### config.mk
export PLATFORM = sky130hd
export DESIGN_NAME = conv_result_pool
export DESIGN_NICKNAME = d
export VERILOG_FILES = /design/src/rtl/conv_result_pool.sv
export SDC_FILE = /design/constraint.sdc
export NUM_CORES = 1
export LEC_CHECK = 0
export CORE_MARGIN = 4
export CORE_UTILIZATION = 50
export DETAILED_ROUTE_END_ITERATION = 12
export PLACE_DENSITY = 0.81
export SETUP_SLACK_MARGIN = 0.3
export SYNTH_ARGS = -nofsm -noshare
export SYNTH_HDL_FRONTEND = slang
export SYNTH_SLANG_ARGS = --single-unit
### constraint.sdc
create_clock -name clk -period 18.05 [get_ports clk]
set_input_delay 2.7075 -clock clk [delete_from_list [all_inputs] [get_ports clk]]
set_output_delay 2.7075 -clock clk [all_outputs]
set_load 0.02 [all_outputs]
### src/rtl/conv_result_pool.sv
// Post-Conv2d stage: captures a result vector and applies ReLU and non-overlapping max-pooling.
// Each pooled pixel is requantised to BITWIDTH unsigned bits and streamed one beat at a time.
module conv_result_pool #(
  parameter int BITWIDTH    = 8,
  parameter int FILTERBATCH = 1,
  parameter int RESHEIGHT   = 4,
  parameter int RESWIDTH    = 4,
  parameter int POOLSIZE    = 2,
  parameter int SHIFT       = 4
) (
  input  logic                                              clk,
  input  logic                                              rst,
  input  logic                                              in_valid,
  output logic                                              in_ready,
  input  logic [2*BITWIDTH*FILTERBATCH*RESHEIGHT*RESWIDTH-1:0] in_data,
  output logic                                              out_valid,
  input  logic                                              out_ready,
  output logic [BITWIDTH-1:0]                               out_data,
  output logic                                              out_last
);

  localparam int ELW   = 2 * BITWIDTH;
  localparam int VW    = ELW * FILTERBATCH * RESHEIGHT * RESWIDTH;
  localparam int PH    = RESHEIGHT / POOLSIZE;
  localparam int PW    = RESWIDTH / POOLSIZE;
  localparam bit EMPTY = (PH == 0) || (PW == 0);
  localparam int CW    = (FILTERBATCH > 1) ? $clog2(FILTERBATCH) : 1;
  localparam int YW    = (PH > 1) ? $clog2(PH) : 1;
  localparam int XW    = (PW > 1) ? $clog2(PW) : 1;
  localparam int WW    = (POOLSIZE > 1) ? $clog2(POOLSIZE) : 1;

  localparam logic [CW-1:0] CH_LAST = CW'(FILTERBATCH - 1);
  localparam logic [YW-1:0] PY_LAST = YW'(PH - 1);
  localparam logic [XW-1:0] PX_LAST = XW'(PW - 1);
  localparam logic [WW-1:0] W_LAST  = WW'(POOLSIZE - 1);
  localparam logic signed [ELW-1:0] MOST_NEG = {1'b1, {(ELW-1){1'b0}}};

  typedef enum logic [1:0] {
    IDLE = 2'd0,
    SCAN = 2'd1,
    EMIT = 2'd2
  } state_t;

  // ReLU, arithmetic shift of a non-negative value, then saturate to the output width.
  function automatic logic [BITWIDTH-1:0] requant(input logic signed [ELW-1:0] m);
    logic [ELW-1:0] relu;
    logic [ELW-1:0] q;
    relu = m[ELW-1] ? {ELW{1'b0}} : m;
    q    = relu >> SHIFT;
    if (|q[ELW-1:BITWIDTH]) begin
      requant = {BITWIDTH{1'b1}};
    end else begin
      requant = q[BITWIDTH-1:0];
    end
  endfunction

  state_t                 state_q, state_d;
  logic [VW-1:0]          data_q, data_d;
  logic [CW-1:0]          ch_q, ch_d;
  logic [YW-1:0]          py_q, py_d;
  logic [XW-1:0]          px_q, px_d;
  logic [WW-1:0]          wy_q, wy_d;
  logic [WW-1:0]          wx_q, wx_d;
  logic signed [ELW-1:0]  max_q, max_d;
  logic                   in_ready_q, in_ready_d;
  logic                   out_valid_q, out_valid_d;
  logic [BITWIDTH-1:0]    out_data_q, out_data_d;
  logic                   out_last_q, out_last_d;

  logic [31:0]            idx_s;
  logic signed [ELW-1:0]  elem_s;
  logic signed [ELW-1:0]  max_upd_s;

  // Element currently under the pooling window and the running max including it.
  always_comb begin
    idx_s = 32'(ch_q) * 32'(RESHEIGHT * RESWIDTH)
          + (32'(py_q) * 32'(POOLSIZE) + 32'(wy_q)) * 32'(RESWIDTH)
          + 32'(px_q) * 32'(POOLSIZE) + 32'(wx_q);
    elem_s = data_q[idx_s*ELW +: ELW];
    if (elem_s > max_q) begin
      max_upd_s = elem_s;
    end else begin
      max_upd_s = max_q;
    end
  end

  // Next-state and output logic of the capture / scan / emit controller.
  always_comb begin
    state_d     = state_q;
    data_d      = data_q;
    ch_d        = ch_q;
    py_d        = py_q;
    px_d        = px_q;
    wy_d        = wy_q;
    wx_d        = wx_q;
    max_d       = max_q;
    in_ready_d  = in_ready_q;
    out_valid_d = out_valid_q;
    out_data_d  = out_data_q;
    out_last_d  = out_last_q;
    case (state_q)
      IDLE: begin
        if (in_valid && in_ready_q) begin
          data_d = in_data;
          ch_d   = {CW{1'b0}};
          py_d   = {YW{1'b0}};
          px_d   = {XW{1'b0}};
          wy_d   = {WW{1'b0}};
          wx_d   = {WW{1'b0}};
          max_d  = MOST_NEG;
          // A grid with no pooled pixels is accepted and dropped on the spot.
          if (EMPTY) begin
            state_d    = IDLE;
            in_ready_d = 1'b1;
          end else begin
            state_d    = SCAN;
            in_ready_d = 1'b0;
          end
        end else begin
          state_d = IDLE;
        end
      end
      SCAN: begin
        max_d = max_upd_s;
        if (wx_q == W_LAST) begin
          wx_d = {WW{1'b0}};
          if (wy_q == W_LAST) begin
            wy_d        = {WW{1'b0}};
            out_data_d  = requant(max_upd_s);
            out_valid_d = 1'b1;
            out_last_d  = (ch_q == CH_LAST) && (py_q == PY_LAST) && (px_q == PX_LAST);
            state_d     = EMIT;
          end else begin
            wy_d = wy_q + WW'(1);
          end
        end else begin
          wx_d = wx_q + WW'(1);
        end
      end
      EMIT: begin
        if (out_ready) begin
          out_valid_d = 1'b0;
          if (out_last_q) begin
            state_d    = IDLE;
            in_ready_d = 1'b1;
          end else begin
            max_d   = MOST_NEG;
            state_d = SCAN;
            if (px_q == PX_LAST) begin
              px_d = {XW{1'b0}};
              if (py_q == PY_LAST) begin
                py_d = {YW{1'b0}};
                ch_d = ch_q + CW'(1);
              end else begin
                py_d = py_q + YW'(1);
              end
            end else begin
              px_d = px_q + XW'(1);
            end
          end
        end else begin
          state_d = EMIT;
        end
      end
      default: begin
        state_d     = IDLE;
        in_ready_d  = 1'b1;
        out_valid_d = 1'b0;
      end
    endcase
  end

  // State and output registers.
  always_ff @(posedge clk or posedge rst) begin
    if (rst) begin
      state_q     <= IDLE;
      data_q      <= {VW{1'b0}};
      ch_q        <= {CW{1'b0}};
      py_q        <= {YW{1'b0}};
      px_q        <= {XW{1'b0}};
      wy_q        <= {WW{1'b0}};
      wx_q        <= {WW{1'b0}};
      max_q       <= MOST_NEG;
      in_ready_q  <= 1'b1;
      out_valid_q <= 1'b0;
      out_data_q  <= {BITWIDTH{1'b0}};
      out_last_q  <= 1'b0;
    end else begin
      state_q     <= state_d;
      data_q      <= data_d;
      ch_q        <= ch_d;
      py_q        <= py_d;
      px_q        <= px_d;
      wy_q        <= wy_d;
      wx_q        <= wx_d;
      max_q       <= max_d;
      in_ready_q  <= in_ready_d;
      out_valid_q <= out_valid_d;
      out_data_q  <= out_data_d;
      out_last_q  <= out_last_d;
    end
  end

  assign in_ready  = in_ready_q;
  assign out_valid = out_valid_q;
  assign out_data  = out_data_q;
  assign out_last  = out_last_q;

endmodule

* Word level (Yosys, flattened, before mapping) *
Cells that the tools add are included.

cells by class
  add/sub/neg operators = 9
  $lt $le $gt $ge = 1
  eq/ne operators = 10
  shift-type cells = 1
  mux-type cells = 40
  bitwise logic cells = 3
  reduce and logical (&&, ||, !) cells = 19

operators by type and width
  kind                                                      count
  256-bit by 13-bit indexed part select with 16-bit output  1
  16-bit 2-to-1 mux                                         4
  16-bit one-hot mux with 3 select lines                    1
  1-bit 2-to-1 mux                                          22
  16-bit > comparator                                       1
  2-bit != test, second input constant                      8
  4-bit AND reduction                                       4
  15-bit 2-to-1 mux                                         1
  1-bit one-hot mux with 2 select lines                     5
  7-bit by 1-bit adder with 8-bit output                    1
  8-bit 2-to-1 mux                                          1
  6-bit by 2-bit adder with 7-bit output                    1
  5-bit by 5-bit adder with 6-bit output                    1
  2-bit 2-to-1 mux                                          3
  1-bit one-hot mux with 3 select lines                     2
  2-bit one-hot mux with 3 select lines                     1
  2-bit AND reduction                                       3
  3-bit AND reduction                                       2
  6-bit AND reduction                                       1
  1-bit adder, second input constant                        5
  5-bit AND reduction                                       1
  2-bit nonzero test                                        2
  4-bit OR reduction                                        1
  2-bit by 1-bit adder with 3-bit output                    1
  other kinds (6)                                           10

storage, ports and cells
  flip-flop bits (word level) = 290
  input bits = 260
  output and inout bits = 11
  word-level logic and storage cells = 95

* Depth between registers and ports, before layout *
Gate-level depths: netlist (run 1).

  depth after elaboration = 10
  gate-level depth with buffers = 16
  mapped depth without buffers = 11

* Least setup slack after synthesis (run 1) *
OpenSTA, ideal clock, no wires.

  kind = input port to flip-flop
  from = input port in_valid
  to = register data_q[235]
  library setup time = 125 ps
  arrival time = 4,208 ps
  data required time = 17,925 ps
  path slack = 13,717 ps
  cell stages on the path = 5
  buffers on the path = 3
  path through = nor4bb_1 clkbuf_1 clkbuf_1 clkbuf_1 mux2_2

on the way
  longest elaborated chain between the ends = 2

RTL lines
  what                                  line  source
  start, declared                       13    input logic in_valid,
  1-bit logical AND                     103   if (in_valid && in_ready_q) begin
  2-bit AND reduction (no source line)  --
  end signal, assigned                  177   data_q <= {VW{1'b0}};
  end signal, assigned                  190   data_q <= data_d;
  end, declared                         58    logic [VW-1:0] data_q, data_d;

No other way between the ends.
A chain may end at the register's enable or synchronous reset.

* Worst setup path after layout (run 1) *
  from = register wx_q
  to = register out_data_q[0], in the netlist out_data[0]

on the way
  longest elaborated chain between the ends = 7
  elaborated cells between the ends (all ways) = 8
  those cells by class = 1 x add/sub; 1 x order compare; 1 x shift; 3 x mux; 2 x reduce/logical

RTL lines
  what                                                      line  source
  start, declared                                           63    logic [WW-1:0] wx_q, wx_d;
  start signal, assigned                                    182   wx_q <= {WW{1'b0}};
  start signal, assigned                                    195   wx_q <= wx_d;
  7-bit by 1-bit adder with 8-bit output                    78    + 32'(px_q) * 32'(POOLSIZE) + 32'(wx_q);
  256-bit by 13-bit indexed part select with 16-bit output  79    elem_s = data_q[idx_s*ELW +: ELW];
  16-bit > comparator                                       80    if (elem_s > max_q) begin
  16-bit 2-to-1 mux                                         80
  15-bit 2-to-1 mux                                         48    relu = m[ELW-1] ? {ELW{1'b0}} : m;
  4-bit OR reduction                                        50    if (|q[ELW-1:BITWIDTH]) begin
  8-bit 2-to-1 mux                                          50
  end signal, assigned                                      186   out_data_q <= {BITWIDTH{1'b0}};
  end signal, assigned                                      199   out_data_q <= out_data_d;
  end, declared                                             67    logic [BITWIDTH-1:0] out_data_q, out_data_d;

Parallel ways exist; a longest one is shown, timed or not.

==> results of run 1 <==
through the flow:
step                std cells  hold WS (ns)  total power, mW
floorplan                 924         0.456             2.06
global route             1538         0.514             3.24
global placement         1482         0.470             2.36
detailed placement       1482         0.475             2.42
finish                   1538         0.496             3.04
CTS                      1534         0.495             3.06
cell type report:
| cell class | count | area share |
|---|---|---|
| diodes | 4 | 0.000569 |
| repair buffers | 278 | 0.158 |
| inverters | 23 | 0.00533 |
| clock buffers | 45 | 0.0528 |
| clock inverters | 7 | 0.00519 |
| flip-flops and latches | 290 | 0.413 |
| well taps | 341 | 0.0243 |
| multi-input cells | 550 | 0.341 |
layer usage:
metal / routed length, um / vias up / share of wire / global-route usage
met3: 2060 / 73 / 0.060 / 0.0486
met5: 33 / - / 0.00096 / 0
met2: 17100 / 257 / 0.50 / 0.387
met1: 13900 / 4523 / 0.41 / 0.291
met4: 1250 / 6 / 0.036 / 0.0795
li1: - / 3991 / - / -
cells by family (layout without fill, tap and decap cells):
kind of cell             after synthesis  in the layout  synth area share
multiplexers                         338            338             0.331
AO/OA/AOI/OAI                        107            107            0.0570
AND/OR/NAND/NOR                       89             89            0.0358
buffers and inverters                 84            353            0.0307
adder cells (fa/ha/maj)               16             16            0.0147
other                                  0              4                 0
flip-flops                           290            290             0.531
power by group:
group	leakage (nW)	internal, mW	total (mW)	switching [mW]
Sequential	3.60	0.960	1.16	0.198
Clock	0.503	0.380	0.634	0.253
Combinational	3.26	0.669	1.25	0.579
sequential cells by signal, summed over array words and instances (netlist names):
register and count:
max_q 16, py_q 1, wy_q 1, out_data 8
data_q 256, state_q 2, out_last 1, out_valid 1
wx_q 1, in_ready 1, ch_q 1, px_q 1
placed cells by master (no fill, tap or decap), drive strengths merged, types with 17 or more instances in the layout:
cell	count
mux4	65
mux2	256
mux2i	17
clkbuf	45
nor2	19
dfrtp	288
nand2	22
o21ai	27
inv	24
clkdlybuf4s50	270
worst register-to-register path, cell delays in order (launching register included):
cell and delay (ns):
sky130_fd_sc_hd__dfrtp_4 0.67, sky130_fd_sc_hd__buf_4 0.77, sky130_fd_sc_hd__mux4_2 0.69, sky130_fd_sc_hd__mux4_2 0.52
sky130_fd_sc_hd__nor2b_1 0.17, sky130_fd_sc_hd__ha_1 0.31, sky130_fd_sc_hd__nor2b_1 0.13, sky130_fd_sc_hd__o21ai_0 0.14
sky130_fd_sc_hd__a21boi_1 0.16, sky130_fd_sc_hd__or4_1 0.58, sky130_fd_sc_hd__a21oi_1 0.83, sky130_fd_sc_hd__a32oi_1 0.22
worst min-delay path by stage:
stage / slack [ns] / end
5_1_grt: 0.51 / data_q[36]
2_1_floorplan: 0.46 / max_q[1]
3_5_place_dp: 0.48 / max_q[3]
4_1_cts: 0.50 / max_q[1]
6_report: 0.50 / max_q[1]
3_3_place_gp: 0.47 / max_q[1]
==> results.txt, run 1 <==
The final weighted congestion in routability-driven placement came out at 0.843. The number of levels in the clock H-tree came out at 1. For this run, the register share of the synthesized area comes to 0.531.

TritonCTS built the clock tree. The number of maximum-capacitance violations is 0. After detailed routing, the total wire length is 34300 um. The length of the first detailed-routing pass in iterations came out at 4. The HPWL after detailed placement came out at 24600 um. Across the whole layout, storage elements account for 7270 um2. Walking the worst path, the cells encountered are buf_4 -> mux4_2 -> mux4_2 -> nor2b_1 -> ha_1 -> nor2b_1 -> o21ai_0 -> a21boi_1 -> or4_1 -> a21oi_1 -> a32oi_1. The via count of the first global-routing pass is 9742. The area share of the leading cell type in the synthesized netlist is 0.527.

In the routed layout, each cell is associated on average with a via count of 5.75. The Yosys step of the flow raised 0 warnings. The area taken by multi-input logic gates is 6000 um2.

The cell area power density came out at 173 nW/um2. The peak supply drop came out at 137 uV. The buffer and inverter count on the worst path came out at 1.

The die is 173 um tall. The most critical setup path has its endpoint at out_data[0]. The register bit count reported by yosys came out at 290.

The boundary pin count came out at 271. The number of filler instances in the final layout came out at 1933. The total grt overflow came out at 0. The global-route wire length before repair is 54600 um. The achievable frequency came out at 186 MHz. The worst setup path is launched from a flop. The kind of critical path is reg -> reg. The overall fraction of global-route tracks in use came out at 0.227. Setup slack closes at 12.67 ns.

The shortest period the worst path allows is 5.38 ns. The worst register-to-register path ends at out_data[0]. The total DRC errors in the routed layout came out at 0. The clock tree buffer depth came out at 3.

sky130_fd_sc_hd__dfrtp_1 is the most common cell in the netlist. The cts-stage hold buffer count came out at 0. The total via count after detailed routing is 8850. In this run the most critical hold path is launched from max_q[1]. After the last flow step, the layout net total stands at 1450. The total of buffers placed on input and output ports came out at 270.

Setup repair after global routing left no endpoint under its margin. The clock insertion delay at the later pin of the skew report is 0.55 ns. In this run, the number of DRC markers left after iteration 0 of detailed routing was 503. The number of instances in the synthesized netlist is 924.

In this run the worst hold path is classified as reg -> reg. For this run, the slowest stage of the critical path takes 0.83 ns. The final core area utilization came out at 0.653. The area of the core came out at 27000 um2.

The post-CTS setup buffer count is 0. The initial utilization of the core area, before any placement, comes to 0.507. The synthesized design spends more area on one cell type than any other, namely sky130_fd_sc_hd__dfrtp_1. Setup violations remaining at the end of the flow were counted as 0. The floorplan step defined a die boundary enclosing 30000 um2. The number of pins exceeding their max-slew limit in the final report came to 0. The number of enable flip-flop cells after synthesis came out at 0. The worst-margin pin slew is 1.18 ns. The total non-filler cell area in the finished layout is 17600 um2. The most instantiated flip-flop cell in the synthesis netlist is sky130_fd_sc_hd__dfrtp_1. The minimum setup slack among reg-to-reg paths came out at 12.67 ns. The commonest cells after synthesis are 288 x sky130_fd_sc_hd__dfrtp_1, 256 x sky130_fd_sc_hd__mux2_2, 65 x sky130_fd_sc_hd__mux4_2.

STA classifies the critical path endpoint as a flop. The startpoint identified for the worst register-to-register timing path is wx_q. Summed over all failing endpoints, the final setup total negative slack is 0 ns. Clock tree synthesis inserted a total of 31 buffers.

In this run the remaining antenna-violating nets after routing total 0. The proportion of synthesized flip-flops having asynchronous set or reset is 1.00. The worst setup path startpoint is wx_q. The post-cts sizing count is 0. The initialized floorplan defines 60 standard-cell rows. The tree is rooted in a sky130_fd_sc_hd__clkbuf_16. Dividing the detail-routed wire length by the instance count gives 22.3 um.

The sink count of the clock tree is 290. The pre-CTS worst setup slack is 12.61 ns. The required time at the worst-slack endpoint is 18.41 ns. Synthesis produced a netlist with a net count of 1200. The clock tree skew after final layout came out at 0.00784 ns. The largest net degree at the start of global routing is 210. The die is 173 um wide.

The number of antenna violations at the first check in global routing is 7. The worst max-slew margin expressed relative to the limit is 0.213. In the finished design, the share of the clock period the worst path needs comes to 0.298. The number of distinct library cell variants in the gate-level netlist after synthesis is 62. The number of gates on the worst path with buffers counted is 11. The slowest stage cell on the critical path is sky130_fd_sc_hd__a21oi_1. The data arrival at the endpoint of the critical path is 5.74 ns. The depth of the worst register-to-register path is 11. The run finished with clean final reports. The clock-pin transition on the worst setup and hold timing paths is 0.06 ns. The top fanout value on the critical path came out at 49.

After synthesis, the cell types taking the most area are sky130_fd_sc_hd__dfrtp_1 53%, sky130_fd_sc_hd__mux2_2 21%, sky130_fd_sc_hd__mux4_2 11%. The static leakage came out at 7.36 nW. In this run the cell area measured after placement is 16600 um2. The mean cell area of the mapped netlist came out at 14.8 um2.

The summed instance area of the synthesized netlist is 13700 um2. The number of endpoints with negative hold slack in the final report is 0. Of the cells placed in the final design, the portion with a size suffix greater than 1 is 0.329. From synthesis to final layout, the design area changed by 28.8%. The kind of cell adding the most delay to the critical path is compound AO/OA/AOI/OAI gates. The number of cells traversed by the worst hold path came out at 2.
Power figures use the tool's default switching activity.
==> inputs of run 2 (changes only) <==
- clock period: 18.05 -> 5 ns (I/O delays scaled with it)
==> run 2 against run 1 <==
Non-clock buffer count is 17 higher. Maximum frequency up 20%. Routed wire length grew 3.3%. Total power grew to 3.7 times the previous value. Die area did not move. Final area up 1.2%. First-iteration DRC count is 34% higher.
==> results.txt, run 2 (same netlist as run 1, synthesis figures left out) <==
The run finished with clean final reports. STA classifies the critical path endpoint as a flop. The total non-filler cell area in the finished layout was 17800 um2 (+1.2%). The die extent in y is 173 um (unchanged). The top register by number of flip-flops is data_q. For hold timing, the worst endpoint is data_q[39]. The total grt overflow is 0 (unchanged).

The number of endpoints with negative hold slack in the final report is 0 (unchanged). The library cell used most frequently in the layout, excluding fill and tap cells, is sky130_fd_sc_hd__dfrtp_1. In this run the critical register-to-register path is captured at out_data[1].

The HPWL after detailed placement came to 25800 um (+5.0%). The residual antenna-violating net count after detailed routing came out at 0 (unchanged). The worst register-to-register path begins at px_q.

The sum of internal, switching and leakage power came out at 11.3 mW (+270%). The instance area at placement came out at 16700 um2 (+0.93%). The clock-pin transition on the worst setup and hold timing paths came to 0.06 ns (about the same).

The detail-routed net length per standard cell was 22.8 um (+2.1%). The achievable frequency is 223 MHz (+20%). The clock tree buffer depth is 3 (unchanged). The startpoint identified for the worst hold timing path is data_q[39]. Setup repair after global routing left no endpoint under its margin.

The via count of the first global-routing pass came out at 9952 (+2.2%). The largest net degree at the start of global routing came out at 172 (-18%). The full die area was 30000 um2 (unchanged).

The count of final setup violators came out at 0 (unchanged). The number of flip-flops under the largest register name was 256 (unchanged). The class of the most critical hold timing path is reg -> reg. The area of the core came out at 27000 um2 (unchanged). The final cycle utilization of the critical path was 0.897 (+0.600). The number of levels in the clock H-tree is 1 (unchanged).

In the layout the commonest cells are 286 x sky130_fd_sc_hd__dfrtp_1, 270 x sky130_fd_sc_hd__clkdlybuf4s50_1, 256 x sky130_fd_sc_hd__mux2_2. The number of placed instances with taps included came out at 1493 (+0.74%). The required time at the worst-slack endpoint is 5.41 ns (-13.00 ns).

The cts-stage hold buffer count came out at 0 (unchanged). The total via count after detailed routing is 9067 (+2.5%). The number of rows in the core area came out at 60 (unchanged). The peak supply drop came out at 510 uV (+270%).

The growth of design area from synthesis to finish came out at 30.2%. The total of buffers placed on input and output ports came out at 270 (unchanged). The routed via count divided by cell count was 5.83 (+1.3%).

The overall fraction of global-route tracks in use is 0.233 (+0.00583). TritonCTS built the clock tree. The cell area power density came out at 633 nW/um2 (+270%). The number of cells traversed by the worst hold path is 1 (-1). The minimum hold slack is 0.503 ns (+0.00659 ns). The data arrival at the endpoint of the critical path is 4.90 ns (-0.84 ns). The shortest period the worst path allows is 4.49 ns (-0.889 ns).

The share of layout cells above drive strength 1 came to 0.336 (+0.00666). The number of antenna violations at the first check in global routing was 8 (+1). The aggregate negative setup slack came out at 0 ns (unchanged).

The depth of the worst register-to-register path is 12 (+1). The static leakage came to 7.46 nW (+1.2%). The total wire length was 35400 um (+3.3%).

The number of maximum-capacitance violations came to 0 (unchanged). The clock insertion delay at the later pin of the skew report came out at 0.55 ns (about the same). The net count of the finished layout is 1466 (+1.1%). The die span in x is 173 um (unchanged). The total DRC errors in the routed layout was 0 (unchanged). The worst max-slew margin expressed relative to the limit was 0.337 (+0.124).

The tree is rooted in a sky130_fd_sc_hd__clkbuf_16. The length of the first detailed-routing pass in iterations came out at 4 (unchanged). The final weighted congestion in routability-driven placement came to 0.911 (+8.0%). The count of routing violations after the opening detailed-route iteration is 672 (+34%). The minimum setup slack among reg-to-reg paths came out at 0.51 ns (-12.16 ns). The global-route wire length before repair came out at 55600 um (+1.9%). The number of pins exceeding their max-slew limit in the final report came out at 0 (unchanged). The setup path with the least slack is of type reg -> reg.

The top fanout value on the critical path is 23 (-53%). The number of clock buffers inserted by TritonCTS is 30 (-3.2%). The final cell count without fillers came out at 1556 (+1.2%). The worst-margin pin slew is 0.994 ns (-0.186 ns). The initial standard-cell utilization of the core was 0.507 (unchanged). STA classifies the critical path startpoint as a flop. The boundary pin count came out at 271 (unchanged).

The clock tree skew after final layout is 0.00841 ns (+0.000566 ns). The sink count of the clock tree came out at 290 (unchanged).
[run 2: worst max path at each step]
stage,start,to,cells past startpoint
after detailed placement,px_q,out_data[2],12
after global placement,px_q,out_data[2],12
after floorplan,rst,ch_q,1
final,px_q,out_data[1],12
after global routing,px_q,out_data[0],12
after CTS,px_q,out_data[2],12
[run 2: repair_timing]
item	4_1_cts	5_1_grt
setup buffers	0	6
endpoints found under the setup margin	0	24
gates resized for setup	0	1
[run 2: area by class of cell]
class                      count  area (um2)
multi-input combinational    550        6000
timing repair buffer         295        2990
antenna                        4        10.0
clock inverter                 7         115
inverter                      23        90.1
tap                          341         427
clock buffer                  46         892
fill                        1896        9160
sequential                   290        7270
[run 2: worst max-delay path, cell delays in order, from the launching register on]
cell and delay [ns]:
sky130_fd_sc_hd__dfrtp_4 0.70, sky130_fd_sc_hd__buf_4 0.25, sky130_fd_sc_hd__mux4_2 0.52, sky130_fd_sc_hd__mux2i_1 0.28, sky130_fd_sc_hd__o22ai_1 0.17, sky130_fd_sc_hd__ha_1 0.43
sky130_fd_sc_hd__nand4_1 0.18, sky130_fd_sc_hd__nor3_1 0.43, sky130_fd_sc_hd__a21boi_2 0.38, sky130_fd_sc_hd__o31ai_1 0.20, sky130_fd_sc_hd__a21oi_1 0.44, sky130_fd_sc_hd__buf_4 0.26
sky130_fd_sc_hd__a32oi_1 0.11
[run 2: where the power goes]
group	internal (mW)	switching [mW]
sequential	3.47	0.741
clock	1.37	0.902
combinational	2.58	2.20
[run 2: routing by layer]
metal	part of all wire	track usage	vias to the layer above
li1	-	-	4012
met1	0.39	0.291	4665
met2	0.51	0.397	305
met3	0.068	0.0611	77
met4	0.037	0.0818	8
met5	0.0015	0	-
[run 2: through the flow]
stage,util,setup WS (ns)
floorplan,-,0.404
global placement,0.620,0.558
detailed placement,0.620,0.421
CTS,0.658,0.328
global route,0.660,0.232
finish,0.660,0.513
